### src/rtl/hs_arb_pkg.sv
// hs_arb_pkg: shared types and defaults for the hiscore RAM arbiter.
// Holds the arbiter state enum, the SETTLE/TIMEOUT defaults and a
// helper that sizes the shared settle/watchdog counter.
package hs_arb_pkg;

   // Arbiter states: CPU owns RAM (IDLE), CPU halt requested (REQ),
   // hiscore engine owns RAM (GRANT), one-cycle handback (REL).
   typedef enum logic [1:0] {
      IDLE  = 2'd0,
      REQ   = 2'd1,
      GRANT = 2'd2,
      REL   = 2'd3
   } hs_arb_state_e;

   // Consecutive quiet paused cycles before the RAM is handed over.
   localparam int unsigned SETTLE_DEF  = 2;

   // Longest allowed grant when the watchdog is built in.
   localparam int unsigned TIMEOUT_DEF = 4096;

   // Bits needed to count from 0 up to limit-1 (at least one bit).
   function automatic int unsigned cnt_width(input int unsigned limit);
      int unsigned w;
      w = (limit < 2) ? 1 : $clog2(limit);
      return w;
   endfunction

endpackage

### src/rtl/hs_arb_counter.sv
// hs_arb_counter: small up-counter with synchronous clear and a
// terminal-count strobe. The arbiter shares one instance between the
// settle count (REQ) and the grant watchdog (GRANT); the two never run
// at the same time, so only the terminal value changes with the state.
module hs_arb_counter #(
   parameter int unsigned W = 4
) (
   input  logic         clk_sys,
   input  logic         clear,
   input  logic         enable,
   input  logic [W-1:0] last,
   output logic         tc
);

   logic [W-1:0] count_q;

   // Count enabled cycles; clear wins over enable.
   always_ff @(posedge clk_sys) begin
      if (clear) begin
         count_q <= '0;
      end else if (enable) begin
         count_q <= count_q + W'(1);
      end
   end

   // Terminal count fires on the enabled cycle that completes the run,
   // i.e. the cycle in which the count would reach last+1.
   assign tc = enable & (count_q == last);

endmodule

### src/rtl/hs_ram_arbiter.sv
// hs_ram_arbiter: shares a single-port RAM between a CPU and a hiscore
// engine. The engine asks for the RAM, the arbiter asks the pause system
// to halt the CPU, waits until the CPU has been quiet for SETTLE cycles,
// then switches the RAM mux to the engine until it lets go.
//
// Optional feature (macro HS_ARB_WATCHDOG_EN): a grant watchdog that
// ends any grant after TIMEOUT cycles and refuses a new request until
// the engine has dropped both intents once.
//
// Handshake: hs_grant is the only "go" for the engine. While hs_grant=1
// the RAM follows hs_address/hs_data_in/hs_write_enable in the same
// cycle; the engine keeps an intent high for as long as it needs the RAM
// and drops both intents to release it. Read data comes back one cycle
// after the address on both cpu_dout and hs_data_out (registered RAM).
module hs_ram_arbiter
   import hs_arb_pkg::*;
#(
   parameter int unsigned ADDR_W  = 16,
   parameter int unsigned DATA_W  = 8,
   parameter int unsigned SETTLE  = SETTLE_DEF,
   parameter int unsigned TIMEOUT = TIMEOUT_DEF
) (
   input  logic              clk_sys,
   input  logic              reset,
   // CPU side
   input  logic              cpu_cs,
   input  logic              cpu_we,
   input  logic [ADDR_W-1:0] cpu_addr,
   input  logic [DATA_W-1:0] cpu_din,
   output logic [DATA_W-1:0] cpu_dout,
   // pause system
   input  logic              paused,
   output logic              pause_req,
   // hiscore engine side
   input  logic              hs_read_intent,
   input  logic              hs_write_intent,
   input  logic [ADDR_W-1:0] hs_address,
   input  logic [DATA_W-1:0] hs_data_in,
   input  logic              hs_write_enable,
   output logic [DATA_W-1:0] hs_data_out,
   output logic              hs_grant,
   // single-port RAM
   output logic [ADDR_W-1:0] ram_addr,
   output logic [DATA_W-1:0] ram_din,
   output logic              ram_we,
   input  logic [DATA_W-1:0] ram_dout,
   // current arbiter state for observation
   output hs_arb_state_e     dbg_state
);

`ifdef HS_ARB_WATCHDOG_EN
   localparam int unsigned SETTLE_CW = cnt_width(SETTLE);
   localparam int unsigned WD_CW     = cnt_width(TIMEOUT);
   localparam int unsigned CNT_W     = (WD_CW > SETTLE_CW) ? WD_CW : SETTLE_CW;
   localparam logic [CNT_W-1:0] WD_LAST = CNT_W'(TIMEOUT - 1);
`else
   localparam int unsigned CNT_W     = cnt_width(SETTLE);
`endif
   localparam logic [CNT_W-1:0] SETTLE_LAST = CNT_W'(SETTLE - 1);

   hs_arb_state_e    state_q;
   hs_arb_state_e    state_next;
   logic             pause_req_q;
   logic             hs_grant_q;
   logic             abort_q;

   logic             any_intent;
   logic             quiet;
   logic             cnt_clear;
   logic             cnt_en;
   logic [CNT_W-1:0] cnt_last;
   logic             cnt_tc;
   logic             settle_done;
   logic             wd_expired;

   assign any_intent = hs_read_intent | hs_write_intent;

   // A settle cycle only counts when the CPU is halted and not touching RAM.
   assign quiet = paused & ~cpu_cs;

   // Counter control: settle run in REQ, watchdog run in GRANT. Any state
   // change restarts it so each REQ and each GRANT begins from zero.
   always_comb begin
      cnt_en    = 1'b0;
      cnt_last  = SETTLE_LAST;
      cnt_clear = reset | (state_next != state_q);
      case (state_q)
         REQ: begin
            cnt_en = quiet;
            if (!quiet) begin
               cnt_clear = 1'b1;
            end
         end
         GRANT: begin
`ifdef HS_ARB_WATCHDOG_EN
            cnt_en   = 1'b1;
            cnt_last = WD_LAST;
`else
            cnt_clear = 1'b1;
`endif
         end
         default: cnt_clear = 1'b1;
      endcase
   end

   hs_arb_counter #(
      .W (CNT_W)
   ) u_counter (
      .clk_sys (clk_sys),
      .clear   (cnt_clear),
      .enable  (cnt_en),
      .last    (cnt_last),
      .tc      (cnt_tc)
   );

   assign settle_done = cnt_tc & (state_q == REQ);

`ifdef HS_ARB_WATCHDOG_EN
   assign wd_expired = cnt_tc & (state_q == GRANT);

   // Sticky abort: set when the watchdog ends a grant, cleared only once
   // the engine has let go of both intents.
   always_ff @(posedge clk_sys) begin
      if (reset) begin
         abort_q <= 1'b0;
      end else if (wd_expired && any_intent) begin
         abort_q <= 1'b1;
      end else if (!any_intent) begin
         abort_q <= 1'b0;
      end
   end
`else
   assign wd_expired = 1'b0;
   assign abort_q    = 1'b0;
`endif

   // Next-state logic. In GRANT a released engine takes priority, then the
   // watchdog, then a CPU that left pause (which sends us back to settle).
   always_comb begin
      state_next = state_q;
      case (state_q)
         IDLE: begin
            if (any_intent && !abort_q) begin
               state_next = REQ;
            end
         end
         REQ: begin
            if (!any_intent) begin
               state_next = IDLE;
            end else if (settle_done) begin
               state_next = GRANT;
            end
         end
         GRANT: begin
            if (!any_intent) begin
               state_next = REL;
            end else if (wd_expired) begin
               state_next = REL;
            end else if (!paused) begin
               state_next = REQ;
            end
         end
         REL: begin
            state_next = IDLE;
         end
         default: begin
            state_next = IDLE;
         end
      endcase
   end

   // State register with pause_req/hs_grant registered alongside it.
   always_ff @(posedge clk_sys) begin
      if (reset) begin
         state_q     <= IDLE;
         pause_req_q <= 1'b0;
         hs_grant_q  <= 1'b0;
      end else begin
         state_q     <= state_next;
         pause_req_q <= (state_next == REQ) || (state_next == GRANT);
         hs_grant_q  <= (state_next == GRANT);
      end
   end

   // RAM mux from the registered state. The engine drives the RAM only in
   // GRANT, and its writes are dropped in a cycle where the CPU left pause.
   // REL and reset both guarantee a write-free cycle.
   always_comb begin
      ram_addr = cpu_addr;
      ram_din  = cpu_din;
      ram_we   = cpu_cs & cpu_we;
      case (state_q)
         GRANT: begin
            ram_addr = hs_address;
            ram_din  = hs_data_in;
            ram_we   = hs_write_enable & paused;
         end
         REL: begin
            ram_we = 1'b0;
         end
         default: begin
         end
      endcase
      if (reset) begin
         ram_we = 1'b0;
      end
   end

   // Read data goes to both masters straight from the RAM.
   assign cpu_dout    = ram_dout;
   assign hs_data_out = ram_dout;

   assign pause_req = pause_req_q;
   assign hs_grant  = hs_grant_q;
   assign dbg_state = state_q;

endmodule
### config.mk
export PLATFORM = sky130hd
export DESIGN_NAME = hs_ram_arbiter
export DESIGN_NICKNAME = d
export VERILOG_FILES = /design/src/rtl/hs_arb_pkg.sv /design/src/rtl/hs_arb_counter.sv /design/src/rtl/hs_ram_arbiter.sv
export SDC_FILE = /design/constraint.sdc
export NUM_CORES = 1
export LEC_CHECK = 0
export ABC_AREA = 0
export CAP_MARGIN = 40
export CORE_UTILIZATION = 24
export CTS_BUF_LIST = sky130_fd_sc_hd__clkbuf_4 sky130_fd_sc_hd__clkbuf_8 sky130_fd_sc_hd__clkbuf_16
export DETAILED_ROUTE_END_ITERATION = 16
export GPL_ROUTABILITY_DRIVEN = 0
export GPL_TIMING_DRIVEN = 0
export PLACE_DENSITY = 0.88
export RECOVER_POWER = 100
export SYNTH_ARGS = -nofsm -noshare
export SYNTH_HDL_FRONTEND = slang
export SYNTH_SLANG_ARGS = --single-unit
### constraint.sdc
create_clock -name clk_sys -period 1.6 [get_ports clk_sys]
set_clock_uncertainty 0.15 [all_clocks]
set_input_delay 0.32 -clock clk_sys [delete_from_list [all_inputs] [get_ports clk_sys]]
set_output_delay 0.32 -clock clk_sys [all_outputs]
set_load 0.02 [all_outputs]
== After elaboration in Yosys (flattened, before gate mapping) ==
Cells that the tools add are included.

* Register bits after elaboration: 5
* Input port bits: 64
* Output and inout port bits: 45

* Add/subtract/negate cells: 1
* Equality and inequality tests: 6
* Multiplexer cells: 13
* Bitwise logic cells: 8
* Reductions and logical operators: 2

{| class="wikitable"
|+ Operators with widths
! cell !! number
|-
| $mux W16 || 1
|-
| $mux W2 || 5
|-
| $mux W8 || 1
|-
| $pmux W2 S4 || 1
|-
| $eq A2 B2 Y1 const B || 3
|-
| $and A1 B1 Y1 || 5
|-
| $eq A2 B1 Y1 const B || 2
|-
| $mux W1 || 4
|-
| $logic_not A2 Y1 || 1
|-
| $ne A2 B2 Y1 || 1
|-
| $or A1 B1 Y1 || 2
|-
| $pmux W1 S2 || 1
|-
| $add A1 B1 Y1 const B || 1
|-
| $logic_or A1 B1 Y1 || 1
|-
| $not A1 Y1 || 1
|}

== Depth between registers and ports, before layout ==
Gate-level depths: netlist (run 1).

* Word-level depth: 12
* Gate-level depth with buffers: 7

== By module ==
Synthesis (run 1) repeated with hierarchy kept, for this count alone.

* Cell total of the unflattened synthesis: 75
* Area, all modules: 814.5 µm²

{| class="wikitable"
|+ Modules (own cells, without submodules)
! module !! times used !! cells an instance !! area an instance (µm²) !! seq. area each (µm²)
|-
| hs_ram_arbiter || 1 || 70 || 767.0 || 80.1
|-
| hs_arb_counter || 1 || 5 || 47.5 || 20.0
|}

== Worst setup path before layout (run 1) ==
Ideal clock, no wire load.

* Kind: flip-flop to output port
* Start: register state_q[1], in the netlist dbg_state[1]
* End: output port ram_addr[0]
* Arrival: 1.302 ns
* Required time: 1.130 ns
* Path slack: -0.172 ns
* Stages on the path, launching flop included: 5
* Path through: dfxtp_1 -> nor2b_4 -> buf_6 -> buf_12 -> mux2_4

* Longest elaborated chain between the ends: 2

{| class="wikitable"
|+ Ends and longest elaborated chain
! element !! line !! source
|-
| start: declaration || hs_ram_arbiter.sv:61 || <nowiki>hs_arb_state_e state_q;</nowiki>
|-
| start signal: assignment || hs_ram_arbiter.sv:179 || <nowiki>state_q <= state_next;</nowiki>
|-
| $eq A2 B2 Y1 || hs_ram_arbiter.sv:192 || <nowiki>case (state_q)</nowiki>
|-
| $mux W16 || hs_ram_arbiter.sv:192 ||
|-
| end: declaration || hs_ram_arbiter.sv:43 || <nowiki>output logic [ADDR_W-1:0] ram_addr,</nowiki>
|}

No other way between the ends.

== Worst setup path in the final report (run 1) ==
* Start: register state_q[1], in the netlist dbg_state[1]
* End: output port ram_din[5]

* Longest elaborated chain between the ends: 2

{| class="wikitable"
|+ Ends and longest elaborated chain
! element !! line !! source
|-
| $eq A2 B2 Y1 || hs_ram_arbiter.sv:192 ||
|-
| $mux W8 || hs_ram_arbiter.sv:192 ||
|-
| end: declaration || hs_ram_arbiter.sv:44 || <nowiki>output logic [DATA_W-1:0] ram_din,</nowiki>
|}

No other way between the ends.

==> results of run 1 <==
-- placed cells by master, fill, tap and decap left out, drive strengths merged, types with 2 or more instances in the layout --
| cell type | netlist | routed |
|---|---|---|
| a21oi | 2 | 2 |
| and2b | 2 | 2 |
| buf | 19 | 51 |
| clkbuf | 0 | 5 |
| clkdlybuf4s50 | 0 | 51 |
| dfxtp | 5 | 5 |
| dlygate4sd2 | 0 | 4 |
| dlygate4sd3 | 0 | 17 |
| dlymetal6s2s | 0 | 3 |
| mux2 | 24 | 24 |
| nand2 | 2 | 2 |
| nand3 | 2 | 2 |
| nor2 | 3 | 3 |
| nor2b | 2 | 2 |
-- what timing repair did --
action,in CTS,in global routing
buffers inserted,6,1
setup endpoints to repair,30,27
pin swaps,3,5
resized for setup,147,26
gates cloned,2,1
-- path summary, 6_finish.rpt --
kind | startpoint | to | slack [ns] | cells past startpoint
max | dbg_state[1] | ram_din[5] | -0.33 | 5
min reg2reg | u_counter.count_q | u_counter.count_q | 0.30 | 1
min | u_counter.count_q | u_counter.count_q | 0.30 | 1
max reg2reg | dbg_state[1] | pause_req | 0.04 | 8
-- synth_stat cells --
cell       instances
dfxtp_1            5
nand3_1            1
o211ai_1           1
mux2_4            18
mux2_2             6
nor2b_1            1
a21oi_2            1
nand4b_1           1
or2_1              1
buf_12             2
o2111ai_1          1
nor2_1             3
buf_6              1
a21oi_1            1
and2b_2            1
nand3b_1           1
nor3_1             1
and2b_1            1
ha_1               1
nand4_1            1
o21ai_2            1
nand2_1            2
nand3_2            1
nor2b_4            1
buf_4             16
-- kinds of logic (layout without fill, tap and decap cells) --
group,after synthesis,count (layout),synth area share
DFF,5,5,0.1309
buffers and inverters,19,131,0.2242
AOI/OAI and AO/OA,5,5,0.05074
adders and majority gates,1,1,0.01636
and+or+nand+nor,16,16,0.1359
muxes,24,24,0.4419
-- final cells by class --
| type | instances | area, um^2 | area share |
|---|---|---|---|
| sequential | 5 | 105.1 | 0.05147 |
| tap | 44 | 55.05 | 0.02696 |
| multi-input combinational | 46 | 548.0 | 0.2684 |
| timing repair buffer | 108 | 1129 | 0.5527 |
| clock buffer | 4 | 30.03 | 0.01471 |
| buffer | 19 | 175.2 | 0.08578 |
-- stage by stage --
| stage | setup slack [ns] | TNS (ns) | instances |
|---|---|---|---|
| after floorplan | -0.01037 | -0.1742 | 70 |
| after global placement | -0.6265 | -12.29 | 214 |
| after detailed placement | -0.6702 | -12.92 | 214 |
| after CTS | -0.3779 | -8.040 | 226 |
| after global routing | -0.3768 | -8.737 | 226 |
| final | -0.3269 | -7.395 | 226 |
-- critical path, cell delays in order (launching register included) --
cell and delay, ns:
dfxtp_4 0.33, nor2b_4 0.15, buf_8 0.15, clkbuf_16 0.15, mux2_4 0.30, buf_6 0.13
-- state kept, by name, indices dropped and copies added (netlist names) --
register,cells
dbg_state,2
hs_grant,1
pause_req,1
u_counter.count_q,1
-- power by group --
group          internal, W  switching, W
Clock             0.000111     0.0000448
Sequential        0.000128    0.00000370
Combinational     0.000279      0.000155
-- metal layers --
layer  global-route usage  routed length, um  vias up
met4              0.04082                  0        0
li1                     -                  -      457
met2               0.3547               1853       48
met5                    0                  0        -
met3              0.03956                284        0
met1               0.1718               1153      459
==> flow_summary.ini, run 1 <==
[run_status]
violations = negative setup slack
status = complete, but fails checks

[routing]
vias_per_cell = 4.265
drt-initial-drc-count = 16
vias = 964
drc = 0
avgRoutedWirePerCell_um = 14.56
drtAntennaViolNets = 0
finalWirelength_um = 3291
dr.pass1.iters = 4

[yosys]
syn-num-nets = 135
synth_cell_types = 25
netlist_top_cells_area = mux2_4 35%, buf_4 16%, dfxtp_1 13%, mux2_2 8.8%, buf_12 5.2%
ys_ff_latch = 5
yosys_warnings = 0
seq_area_frac_synth = 0.1309
synth_top_area_frac = 0.3535
synth_top_area_cell = mux2_4
synthesis.area_um2 = 764.5
syn_inst = 70
syn_area_per_cell_um2 = 10.92

[sta]
max_slew_margin = 0.7618
rsz0062_at_grt = true
timing.hold.ws_ns = 0.2955
fin_crit_ns = 1.927
fmax_mhz = 519.0
hold_viol = 0
fin_crit_sh = 1.204
tightest_slew_ns = 0.3569
setup_ws_ns = -0.3269
maxSlewViolCount = 0
finalSetupViolations = 27

[power_and_ir_drop]
total_power_w = 0.0007212
powerDensity_nw_per_um2 = 353.2
vdd_drop_max_mv = 0.3787
p_leak_nw = 0.9173

[final_layout]
syn_to_final_growth_pct = 167.1
num-fill-cells = 237
fin_nets = 248
final_area_um2 = 2042
diodes = 0
utilization = 0.6744
drive_above_1_share = 0.4945

[floorplan]
start_util = 0.2525
die_y_um = 58.44
ios = 109
core-area_um2 = 3028
fp-row-count = 20
die_w_um = 58.44
die_area_um2 = 3415

[hold_path]
hold_path_class = reg2reg

[grt]
antenna_found_initial = 0
grt_overflow = 0
grt.total_usage = 0.1727
grt_pass1_vias = 958
grt_pass1_wl_um = 4464
grt_max_degree = 11

[clock_tree]
cts_inserted_buffers = 3
cts_tree = built
htreeDepth = 1
root_buffer = clkbuf_4
cts_buffer_depth = 2
clkSlewWorstSetupHoldPaths_ns = 0.04
cts_sinks = 5
insertion_delay_ns = 0.24
cts_hold_buf = 0

[flow_run]
drv_cap = 0

[critical_path]
required_ns = 1.13
crit_type = reg2out
critPathCaptureType = primary output
worstPathArrival_ns = 1.46
worstSetupStartpointType = flip-flop
worst-path-max-fanout = 6

[placed_design]
post_dp_cell_area_um2 = 1833
port_buffers = 100
detailed_place_hpwl_um = 2470
Note: power is estimated with default switching activity, not from simulation.
==> run 2: changes to the inputs <==
==> constraint.sdc (replaced) <==
create_clock -name clk_sys -period 1.6 [get_ports clk_sys]
set_clock_uncertainty 0.15 [all_clocks]
set_input_delay 0.48 -clock clk_sys [delete_from_list [all_inputs] [get_ports clk_sys]]
set_output_delay 0.48 -clock clk_sys [all_outputs]
set_load 0.02 [all_outputs]
==> flow_summary.ini, run 2 (synthesis gave the netlist of run 1 again) <==
[sta]
setup_ws_ns = -0.4861
rsz0062_at_grt = true
hold_viol = 0
finalSetupViolations = 27
maxSlewViolCount = 0
fmax_mhz = 479.4
fin_crit_ns = 2.086
fin_crit_sh = 1.304
tightest_slew_ns = 0.3720
finalSetupTns_ns = -11.48
max_slew_margin = 0.7512

[final_layout]
largest_register_ffs = 2
fin_nets = 246
final_cell_mix = 51 x clkdlybuf4s50_1, 25 x buf_6, 24 x mux2_4
mostFrequentLayoutCell = clkdlybuf4s50_1
diodes = 0
drive_above_1_share = 0.5111
syn_to_final_growth_pct = 164.5

[grt]
grt_pass1_wl_um = 4650
grt_overflow = 0
grt_pass1_vias = 950
grt.total_usage = 0.1795
antenna_found_initial = 0
grt_max_degree = 11

[run_status]
status = complete, but fails checks
violations = negative setup slack

[power_and_ir_drop]
seq_power_share = 0.183
total_power_w = 0.0007177
power.net_switching_w = 0.0002057
pwr-share-clk = 0.217
vdd_drop_max_mv = 0.3633
p_int_w = 0.0005120
switching_share = 0.2866
p_leak_nw = 0.9078
pwr-share-comb = 0.600
powerDensity_nw_per_um2 = 355.0

[routing]
highest_layer = met4
vias_per_cell = 4.241
drtAntennaViolNets = 0
finalWirelength_um = 3325
avgRoutedWirePerCell_um = 14.84
vias = 950
wl_met3_um = 272
dr.pass1.iters = 4
wl_met1_um = 1155
drt-initial-drc-count = 36
drc = 0
met2_length_um = 1877

[floorplan]
die_area_um2 = 3415
core-area_um2 = 3028
ios = 109
fp-row-count = 20
die_y_um = 58.44
die_w_um = 58.44
start_util = 0.2525

[clock_tree]
root_buffer = clkbuf_4
htreeDepth = 1
clkSlewWorstSetupHoldPaths_ns = 0.04
cts_buffer_depth = 2
insertion_delay_ns = 0.23
cts_hold_buf = 0
cts_inserted_buffers = 3
cts_tree = built
cts_sinks = 5

[critical_path]
worst-path-max-fanout = 5
worstSetupStartpointType = flip-flop
ff2ff_setup_slack_ns = -0.02
critPathCaptureType = primary output
required_ns = 0.97
crit_type = reg2out
worstPathArrival_ns = 1.46

[hold_path]
hold_path_class = reg2reg

[placed_design]
detailed_place_hpwl_um = 2554
port_buffers = 100

[flow_run]
drv_cap = 0
-- run 2: path summary, 6_finish.rpt --
path | startpoint | endpoint | depth (start not counted)
max | dbg_state[1] | ram_addr[11] | 5
min | u_counter.count_q | u_counter.count_q | 1
max reg2reg | dbg_state[1] | pause_req | 8
min reg2reg | u_counter.count_q | u_counter.count_q | 1
-- run 2: repair_timing --
action,4_1_cts,5_1_grt
pin swaps,7,5
gates cloned,1,1
endpoints found under the setup margin,47,28
buffers inserted,2,2
gates resized for setup,176,18
-- run 2: area by class of cell --
cell class | instances | area (um^2)
timing repair buffer | 106 | 1091
fill | 252 | 1006
multi-input combinational | 46 | 565.5
buffer | 19 | 175.2
sequential | 5 | 105.1
tap | 44 | 55.05
clock buffer | 4 | 30.03
-- run 2: power groups by stage --
| stage | logic [W] | registers (W) | clock network [W] |
|---|---|---|---|
| 2_1_floorplan | 0.000161 | 0.000138 | 0 |
| 3_3_place_gp | 0.000414 | 0.000134 | 0 |
| 3_5_place_dp | 0.000423 | 0.000134 | 0 |
| 4_1_cts | 0.000414 | 0.000132 | 0.000164 |
| 5_1_grt | 0.000450 | 0.000132 | 0.000178 |
| 6_report | 0.000430 | 0.000132 | 0.000156 |
-- run 2: worst max-delay path, stage by stage, from the launching register on --
cell	delay, ns
dfxtp_4	0.34
nor2b_4	0.14
buf_8	0.15
clkbuf_16	0.15
mux2_4	0.30
buf_6	0.13
-- run 2: layer usage --
layer,up-vias,track usage
li1,456,-
met1,442,0.1941
met2,48,0.3448
met3,4,0.04176
met4,0,0.05102
met5,-,0
-- run 2: metrics by stage --
stage	setup WS (ns)	cell area (um^2)	hold WS, ns	utilization	instances
final	-0.4861	2022	0.3123	0.6678	224
after global routing	-0.5298	2022	0.3266	0.6678	224
after CTS	-0.4996	1924	0.3208	0.6355	221
after detailed placement	-0.9475	1833	0.3158	0.6054	214
after global placement	-0.9188	1833	0.2794	0.6054	214
after floorplan	-0.1704	777.0	0.2699	-	70
==> run 3: changes to the inputs <==
- CORE_UTILIZATION: 24 -> 35
- DONT_BUFFER_PORTS: unset -> 1
- PLACE_DENSITY: 0.88 -> 0.56
==> flow_summary.ini, run 3 (synthesis gave the netlist of run 1 again) <==
[final_layout]
num-fill-cells = 220
diodes = 0
instances_no_fill = 108
mostFrequentLayoutCell = mux2_4
seq_area_um2 = 105.1
largest_register_ffs = 2
syn_to_final_growth_pct = 12.27
fin_nets = 147
final_area_um2 = 858.3
multi_input_area_um2 = 525.5
drive_above_1_share = 0.5679
final_cell_mix = 24 x mux2_4, 16 x clkbuf_1, 7 x buf_4

[floorplan]
die_y_um = 48.74
fp-row-count = 16
die_w_um = 48.74
die_area_um2 = 2375
core-area_um2 = 2002
start_util = 0.3819
ios = 109

[critical_path]
slowest_delay_ns = 0.40
ff2ff_setup_slack_ns = -0.06
crit_buf_inv = 2
cpMaxStageDelayCell = dfxtp_4
critPathTopFamily = flip-flops
crit_type = reg2out
required_ns = 0.97
worstSetupStartpointType = flip-flop
worstPathArrival_ns = 1.42
path_cells = nor2b_4 > buf_6 > buf_12 > mux2_4
worst-path-max-fanout = 10
critPathCaptureType = primary output

[sta]
max_slew_margin = 0.8236
rsz0062_at_grt = true
finalSetupViolations = 27
setup_ws_ns = -0.4533
fin_crit_sh = 1.283
fin_crit_ns = 2.053
tightest_slew_ns = 0.2657
hold_viol = 0
finalSetupTns_ns = -11.02
maxSlewViolCount = 0
fmax_mhz = 487.0

[clock_tree]
cts_buffer_depth = 2
cts_sinks = 5
cts_hold_buf = 0
clkSlewWorstSetupHoldPaths_ns = 0.04
root_buffer = clkbuf_4
htreeDepth = 1
cts_tree = built
cts_inserted_buffers = 3
insertion_delay_ns = 0.23

[placed_design]
post_dp_cell_area_um2 = 810.8
port_buffers = 0
dp_cells = 97
detailed_place_hpwl_um = 1469
dp_slack_ns = -0.2252

[routing]
finalWirelength_um = 1840
vias = 553
vias_per_cell = 5.120
avgRoutedWirePerCell_um = 17.04
drt-initial-drc-count = 11
drtAntennaViolNets = 0
dr.pass1.iters = 4
drc = 0

[grt]
grt_max_degree = 11
antenna_found_initial = 0
grt.total_usage = 0.1350
grt_overflow = 0
grt_pass1_wl_um = 2497
grt_pass1_vias = 516

[power_and_ir_drop]
p_leak_nw = 0.3528
powerDensity_nw_per_um2 = 524.8
total_power_w = 0.0004504
vdd_drop_max_mv = 0.4288

[hold_path]
hold_path_class = in2reg

[run_status]
status = complete, but fails checks
violations = negative setup slack

[flow_run]
drv_cap = 0
[run 3: changes by cell type in the layout (fill, tap and decap cells not counted), sizes merged]
cell           previous run  this run
clkdlybuf4s50            51         0
buf                      50        10
dlygate4sd2              21         0
clkdlybuf4s15             1         0
clkbuf                    6        20
[run 3: repair_timing]
item                                    4_1_cts  5_1_grt
resized for setup                             5        2
hold endpoints to repair                      0        0
endpoints found under the setup margin       25       25
buffers inserted                              5        2
[run 3: worst register-to-register path, delay by kind of cell (launching register included)]
kind	cells	cell delay, ns
flops	1	0.38
buf+inv	3	0.42
compound gates	1	0.06
simple gates	3	0.25
fa+ha+maj	1	0.31
[run 3: layer usage]
| layer | vias to the layer above | track usage | routed length (um) |
|---|---|---|---|
| li1 | 254 | - | - |
| met5 | - | 0 | 0 |
| met3 | 0 | 0.05346 | 234 |
| met2 | 47 | 0.2593 | 1037 |
| met1 | 252 | 0.1283 | 568 |
| met4 | 0 | 0.04412 | 0 |
[run 3: per-stage QoR]
stage | utilization | hold WS [ns]
6_report | 0.4288 | 0.1558
5_1_grt | 0.4288 | 0.1354
4_1_cts | 0.4481 | 0.1484
3_5_place_dp | 0.4050 | 0.2946
3_3_place_gp | 0.4050 | 0.2891
2_1_floorplan | - | 0.2699
[run 3: layout make-up]
type | instances | area share
flip-flops and latches | 5 | 0.1224
plain buffers | 19 | 0.1297
clock buffers | 4 | 0.03499
well taps | 27 | 0.03936
repair buffers | 7 | 0.06122
multi-input cells | 46 | 0.6122
[run 3: path summary, 6_finish.rpt]
kind                          start           endpoint  cells past startpoint
hold reg to reg   u_counter.count_q  u_counter.count_q                      1
setup / recovery       dbg_state[1]       ram_addr[12]                      4
setup reg to reg       dbg_state[1]          pause_req                      8
hold / removal                reset       dbg_state[1]                      1
[run 3: report_power, final]
part	internal, W	switching [W]
clock network	0.000111	0.0000464
logic	0.0000602	0.0000965
registers	0.000128	0.00000855
